File: src/rtl/keypad_scanner.sv
// keypad_scanner: scans a 4x4 active-low matrix keypad, debounces press/release and decodes hex.
// Optional macro KEYPAD_LAST4_EN keeps the last four accepted keys on the digits output.
module keypad_scanner #(
    parameter int SCAN_W         = 16,
    parameter int DEBOUNCE_SCANS = 4
) (
    input  logic        clk,
    input  logic        reset,
    input  logic [3:0]  row,
    output logic [3:0]  col,
    output logic [3:0]  key_code,
    output logic        key_valid,
    output logic        key_held,
    output logic [15:0] digits
);

    typedef enum logic [1:0] {
        SCAN     = 2'd0,
        DEBOUNCE = 2'd1,
        PRESSED  = 2'd2
    } state_t;

    localparam logic [3:0] DB_N = 4'(DEBOUNCE_SCANS);

    state_t            state, state_d;
    logic [3:0]        row_meta, row_s;
    logic [SCAN_W-1:0] presc;
    logic              tick;
    logic [1:0]        ci, ci_d, ri, ri_d;
    logic [3:0]        stable_cnt, stable_d, rel_cnt, rel_d;
    logic              accept, release_done;
    logic              single_low;
    logic [1:0]        low_idx;
    logic [3:0]        new_code;

    function automatic logic [3:0] key_map(input logic [1:0] r, input logic [1:0] c);
        logic [3:0] k;
        case ({r, c})
            4'h0: k = 4'h1;  4'h1: k = 4'h2;  4'h2: k = 4'h3;  4'h3: k = 4'hA;
            4'h4: k = 4'h4;  4'h5: k = 4'h5;  4'h6: k = 4'h6;  4'h7: k = 4'hB;
            4'h8: k = 4'h7;  4'h9: k = 4'h8;  4'hA: k = 4'h9;  4'hB: k = 4'hC;
            4'hC: k = 4'h0;  4'hD: k = 4'hF;  4'hE: k = 4'hE;  default: k = 4'hD;
        endcase
        return k;
    endfunction

    assign tick = &presc;
    assign col  = ~(4'b0001 << ci);

    // Only a single low row identifies a key; two or more low rows is ghosting.
    always_comb begin
        single_low = 1'b1;
        low_idx    = 2'd0;
        case (row_s)
            4'b1110: low_idx = 2'd0;
            4'b1101: low_idx = 2'd1;
            4'b1011: low_idx = 2'd2;
            4'b0111: low_idx = 2'd3;
            default: single_low = 1'b0;
        endcase
    end

    always_comb begin
        state_d      = state;
        ci_d         = ci;
        ri_d         = ri;
        stable_d     = stable_cnt;
        rel_d        = rel_cnt;
        accept       = 1'b0;
        release_done = 1'b0;
        if (tick) begin
            unique case (state)
                SCAN: begin
                    if (single_low) begin
                        ri_d     = low_idx;
                        stable_d = 4'd1;
                        if (DB_N == 4'd1) begin
                            accept   = 1'b1;
                            state_d  = PRESSED;
                            rel_d    = 4'd0;
                            stable_d = 4'd0;
                        end else begin
                            state_d = DEBOUNCE;
                        end
                    end else begin
                        ci_d = ci + 2'd1;
                    end
                end
                DEBOUNCE: begin
                    if (single_low && low_idx == ri) begin
                        stable_d = stable_cnt + 4'd1;
                        if (stable_d == DB_N) begin
                            accept   = 1'b1;
                            state_d  = PRESSED;
                            rel_d    = 4'd0;
                            stable_d = 4'd0;
                        end
                    end else begin
                        state_d  = SCAN;
                        stable_d = 4'd0;
                        ci_d     = ci + 2'd1;
                    end
                end
                PRESSED: begin
                    if (row_s == 4'b1111) begin
                        rel_d = rel_cnt + 4'd1;
                        if (rel_d == DB_N) begin
                            release_done = 1'b1;
                            state_d      = SCAN;
                            ci_d         = ci + 2'd1;
                            rel_d        = 4'd0;
                        end
                    end else begin
                        rel_d = 4'd0;
                    end
                end
                default: state_d = SCAN;
            endcase
        end
    end

    // Column is frozen on accept, so ci is the column of the accepted key.
    assign new_code = key_map(ri_d, ci);

    // key_valid: one-cycle pulse, no back-pressure; key_code/digits are valid in that cycle.
    always_ff @(posedge clk or posedge reset) begin
        if (reset) begin
            row_meta   <= 4'hF;
            row_s      <= 4'hF;
            presc      <= '0;
            state      <= SCAN;
            ci         <= 2'd0;
            ri         <= 2'd0;
            stable_cnt <= 4'd0;
            rel_cnt    <= 4'd0;
            key_code   <= 4'h0;
            key_valid  <= 1'b0;
            key_held   <= 1'b0;
        end else begin
            row_meta   <= row;
            row_s      <= row_meta;
            presc      <= presc + 1'b1;
            state      <= state_d;
            ci         <= ci_d;
            ri         <= ri_d;
            stable_cnt <= stable_d;
            rel_cnt    <= rel_d;
            key_valid  <= accept;
            if (accept) begin
                key_code <= new_code;
                key_held <= 1'b1;
            end else if (release_done) begin
                key_held <= 1'b0;
            end
        end
    end

`ifdef KEYPAD_LAST4_EN
    logic [15:0] digits_q;

    // Newest key enters the low nibble; key C clears the entry.
    always_ff @(posedge clk or posedge reset) begin
        if (reset) begin
            digits_q <= 16'h0000;
        end else if (accept) begin
            digits_q <= (new_code == 4'hC) ? 16'h0000 : {digits_q[11:0], new_code};
        end
    end

    assign digits = digits_q;
`else
    assign digits = 16'h0000;
`endif

endmodule
File: config.mk
export PLATFORM = sky130hd
export DESIGN_NAME = keypad_scanner
export DESIGN_NICKNAME = d
export VERILOG_FILES = /design/src/rtl/keypad_scanner.sv
export SDC_FILE = /design/constraint.sdc
export NUM_CORES = 1
export LEC_CHECK = 0
export ABC_AREA = 1
export CORE_UTILIZATION = 50
export CTS_CLUSTER_SIZE = 24
export DETAILED_ROUTE_END_ITERATION = 7
export PLACE_DENSITY = 0.76
export SYNTH_ARGS = -nofsm -noshare
export SYNTH_HDL_FRONTEND = slang
export SYNTH_SLANG_ARGS = --single-unit
File: constraint.sdc
create_clock -name clk -period 1.6 [get_ports clk]
set_input_delay 0.32 -clock clk [delete_from_list [all_inputs] [get_ports clk]]
set_output_delay 0.32 -clock clk [all_outputs]
set_load 0.005 [all_outputs]
==> metrics.md <==
| Metric | Value |
|---|---|
| Sink Count | 44 |
| Leading cell type in the layout, fill and taps excluded | buf_4 |
| Switching part of the total power | 0.2366 |
| Fin. max-slew vios | 0 |
| Comb power frac | 0.059 |
| Final Hold Viols | 0 |
| Clock Tree Root | clkbuf_8 |
| Post-route setup slack | -0.2004 ns |
| Share of layout cells above drive strength 1 | 0.4394 |
| Largest net degree at the start of global routing | 45 |
| Reg2Reg Depth | 12 |
| Die width | 73.78 um |
| Reg-to-reg setup timing slack | -0.20 ns |
| Die H | 73.78 um |
| Sequential cell fraction of total power | 0.588 |
| Layout Nets | 370 |
| Cell Area, Synth | 2576 um^2 |
| Longest Clk Path Bufs | 2 |
| Kind of critical path | reg -> reg |
| Power density cells | 555.9 nW/um^2 |
| Initial Util | 0.5314 |
| Fin crit share | 1.125 |
| Met2 Track Usage GR | 0.3639 |
| Commonest cells after routing, fill and taps aside | 41 x buf_4, 37 x nand2_1, 35 x dfrtp_1 |
| Vias/cell | 4.912 |
| RSZ-0062 raised after global routing | true |
| Routed wire length | 5822 um |
| Fin Hold WS | 0.3590 ns |
| Minimum clock period | 1.800 ns |
| Post-synthesis register bit count | 44 |
| Cells after Synth | 280 |
| Worst VDD drop | 0.0004638 V |
| Crit path capture type | flip-flop |
| Htree depth | 2 |
| Register area share after synthesis | 0.4313 |
| First DRT Iteration DRCs | 119 |
| Post-Route Setup TNS | -2.446 ns |
| Average wire per standard cell | 13.80 um |
| Post-Syn Area per Cell | 9.201 um^2 |
| Cts hold-fix bufs | 0 |
| Drt first pass iters | 4 |
| Clock share of power | 0.353 |
| DRC | 0 |
| HPWL after detailed placement | 3643 um |
| WP data required | 1.79 ns |
| Worst R2R Start | presc[1] |
| Met1 Use GR | 0.2602 |
| Worst-path clk slew | 0.09 ns |
| # diodes | 0 |
| Distinct cells, synth | 31 |
| P_int | 1.479 mW |
| Area Growth Syn to Fin | 35.31% |
| Switching pwr | 458.5 uW |
| Vias in the first global route | 1939 |
| Cell count after placement | 397 |
| Max frequency | 555.4 MHz |
| Gr usage total | 0.2155 |
| Post-route antenna net violation count | 0 |
| Max Fanout on Critical Path | 6 |
| Area after DPL | 3034 um^2 |
| Total congestion overflow | 0 |
| Die ar. | 5443 um^2 |
| RD Place Congestion | 0.8830 |
| Worst hold path startpoint | row_meta[0] |
| Final core occ | 0.7190 |
| # rows | 25 |
| Initial antenna violation count | 0 |
| Critical path's largest stage delay | 0.36 ns |
| Clk_lat worst skew | 0.29 ns |
| CTS tree | done |
| Hold Path Sink | row_s[0] |
| Failing checks | setup timing |
| First-pass GRT wire length | 8694 um |
| Hold Crit Class | reg -> reg |
| Non-Filler Instances | 422 |
| PortBufs | 15 |
| I/O pins | 32 |
| R2r endpoint | key_code[2] |
| Top cell by count, worst path | nand2_4 |
| Core region area | 4848 um^2 |
| Crit-path slowest cell | dfrtp_1 |
| Max Cap Violations | 0 |
| Number of setup violations in the final report | 22 |
| P_leak | 1.729 nW |
| Cts bufs inserted | 5 |
| GRT busiest layer | met2 |
| Final Cell Area | 3486 um^2 |
| Met3 Resource Use GR | 0.04938 |
| Outcome | finished with violations |
| Final setup skew | 0.01159 ns |
| Cell-by-cell trace of the critical path | ha_2 -> nand2_2 -> nor2_4 -> nand3_4 -> nor2_8 -> nand2_4 -> nand2_4 -> nand2_4 -> inv_4 -> nand3_1 -> nand3_2 -> nand2_1 |
| Min-Delay Path Depth | 0 |
| Arr. time, crit path | 1.99 ns |
| Ys Warns | 0 |
| Via count | 2073 |
| Setup crit start kind | flip-flop |
cells in the mapped netlist (all sizes together):
master | n | area [um^2]
a21boi | 1 | 7.510
a21oi | 3 | 26.28
buf | 16 | 120.1
conb | 1 | 3.750
dfrtp | 36 | 900.9
dfstp | 8 | 210.2
ha | 10 | 125.1
inv | 44 | 165.2
nand2 | 62 | 295.3
nand3 | 28 | 197.7
nand4 | 2 | 27.53
nor2 | 29 | 193.9
nor3 | 6 | 40.04
o211ai | 1 | 12.51
o21ai | 11 | 62.56
o31ai | 4 | 30.03
xnor2 | 5 | 43.79
xor2 | 13 | 113.9
layer usage:
layer / wire length, um / vias up
li1: - / 990
met1: 2536 / 1018
met2: 2957 / 53
met3: 186 / 12
met4: 141 / 0
met5: 0 / -
sequential cells by signal, summed over array words and instances, names as in the netlist:
register,cells
key_code,4
stable_cnt,4
ri,2
ci,2
presc,16
key_held,1
row_s,4
rel_cnt,4
row_meta,4
state,2
key_valid,1
cell families after synthesis:
logic type                 share of synthesized area
adders and majority gates                    0.04857
other                                       0.001456
buffers and inverters                         0.1107
AOI/OAI and AO/OA                            0.05391
and+or+nand+nor                               0.2929
DFF                                           0.4313
xor gates and xnor gates                     0.06119
layout make-up:
class	count	area, um^2
sequential	44	1112
multi-input combinational	191	1436
clock inverter	1	5.005
clock buffer	7	76.32
inverter	44	172.7
tap	67	83.83
fill	318	1363
timing repair buffer	68	599.3
how the worst max path moves through the flow:
stage	start	to	slack, ns	cells after the start
after floorplan	presc[0]	key_code[2]	0.006	12
after global placement	row_s[0]	key_code[1]	-0.07	12
after detailed placement	row_s[0]	rel_cnt[2]	-0.14	13
after CTS	presc[0]	key_code[2]	-0.13	12
after global routing	presc[0]	key_code[1]	-0.33	13
final	presc[1]	key_code[2]	-0.20	12
metrics by stage:
step                      power (mW)  setup slack, ns
after CTS                      1.942          -0.1345
final                          1.938          -0.2004
after floorplan                1.244         0.006374
after global placement         1.258         -0.06616
after detailed placement       1.260          -0.1393
after global routing           2.018          -0.3287
timing repair:
item | 4_1_cts | 5_1_grt
setup endpoints to repair | 23 | 24
cloned | 0 | 0
endpoints found under the hold margin | 0 | 0
setup buffers | 6 | 12
pin swaps | 14 | 31
gates resized for setup | 48 | 28
power groups by stage:
stage	combinational, mW	sequential (mW)	clock (mW)
after global routing	0.128	1.14	0.750
after detailed placement	0.103	1.16	0
after global placement	0.101	1.16	0
final	0.114	1.14	0.685
after floorplan	0.0897	1.15	0
after CTS	0.110	1.14	0.695
worst max-delay path, delay by kind of cell (launching register included):
kind / cells / cell delay (ns)
buffers and inverters: 1 / 0.07
and+or+nand+nor: 10 / 1.06
adders and majority gates: 1 / 0.19
DFF: 1 / 0.36
Note: power is estimated with default switching activity, not from simulation.
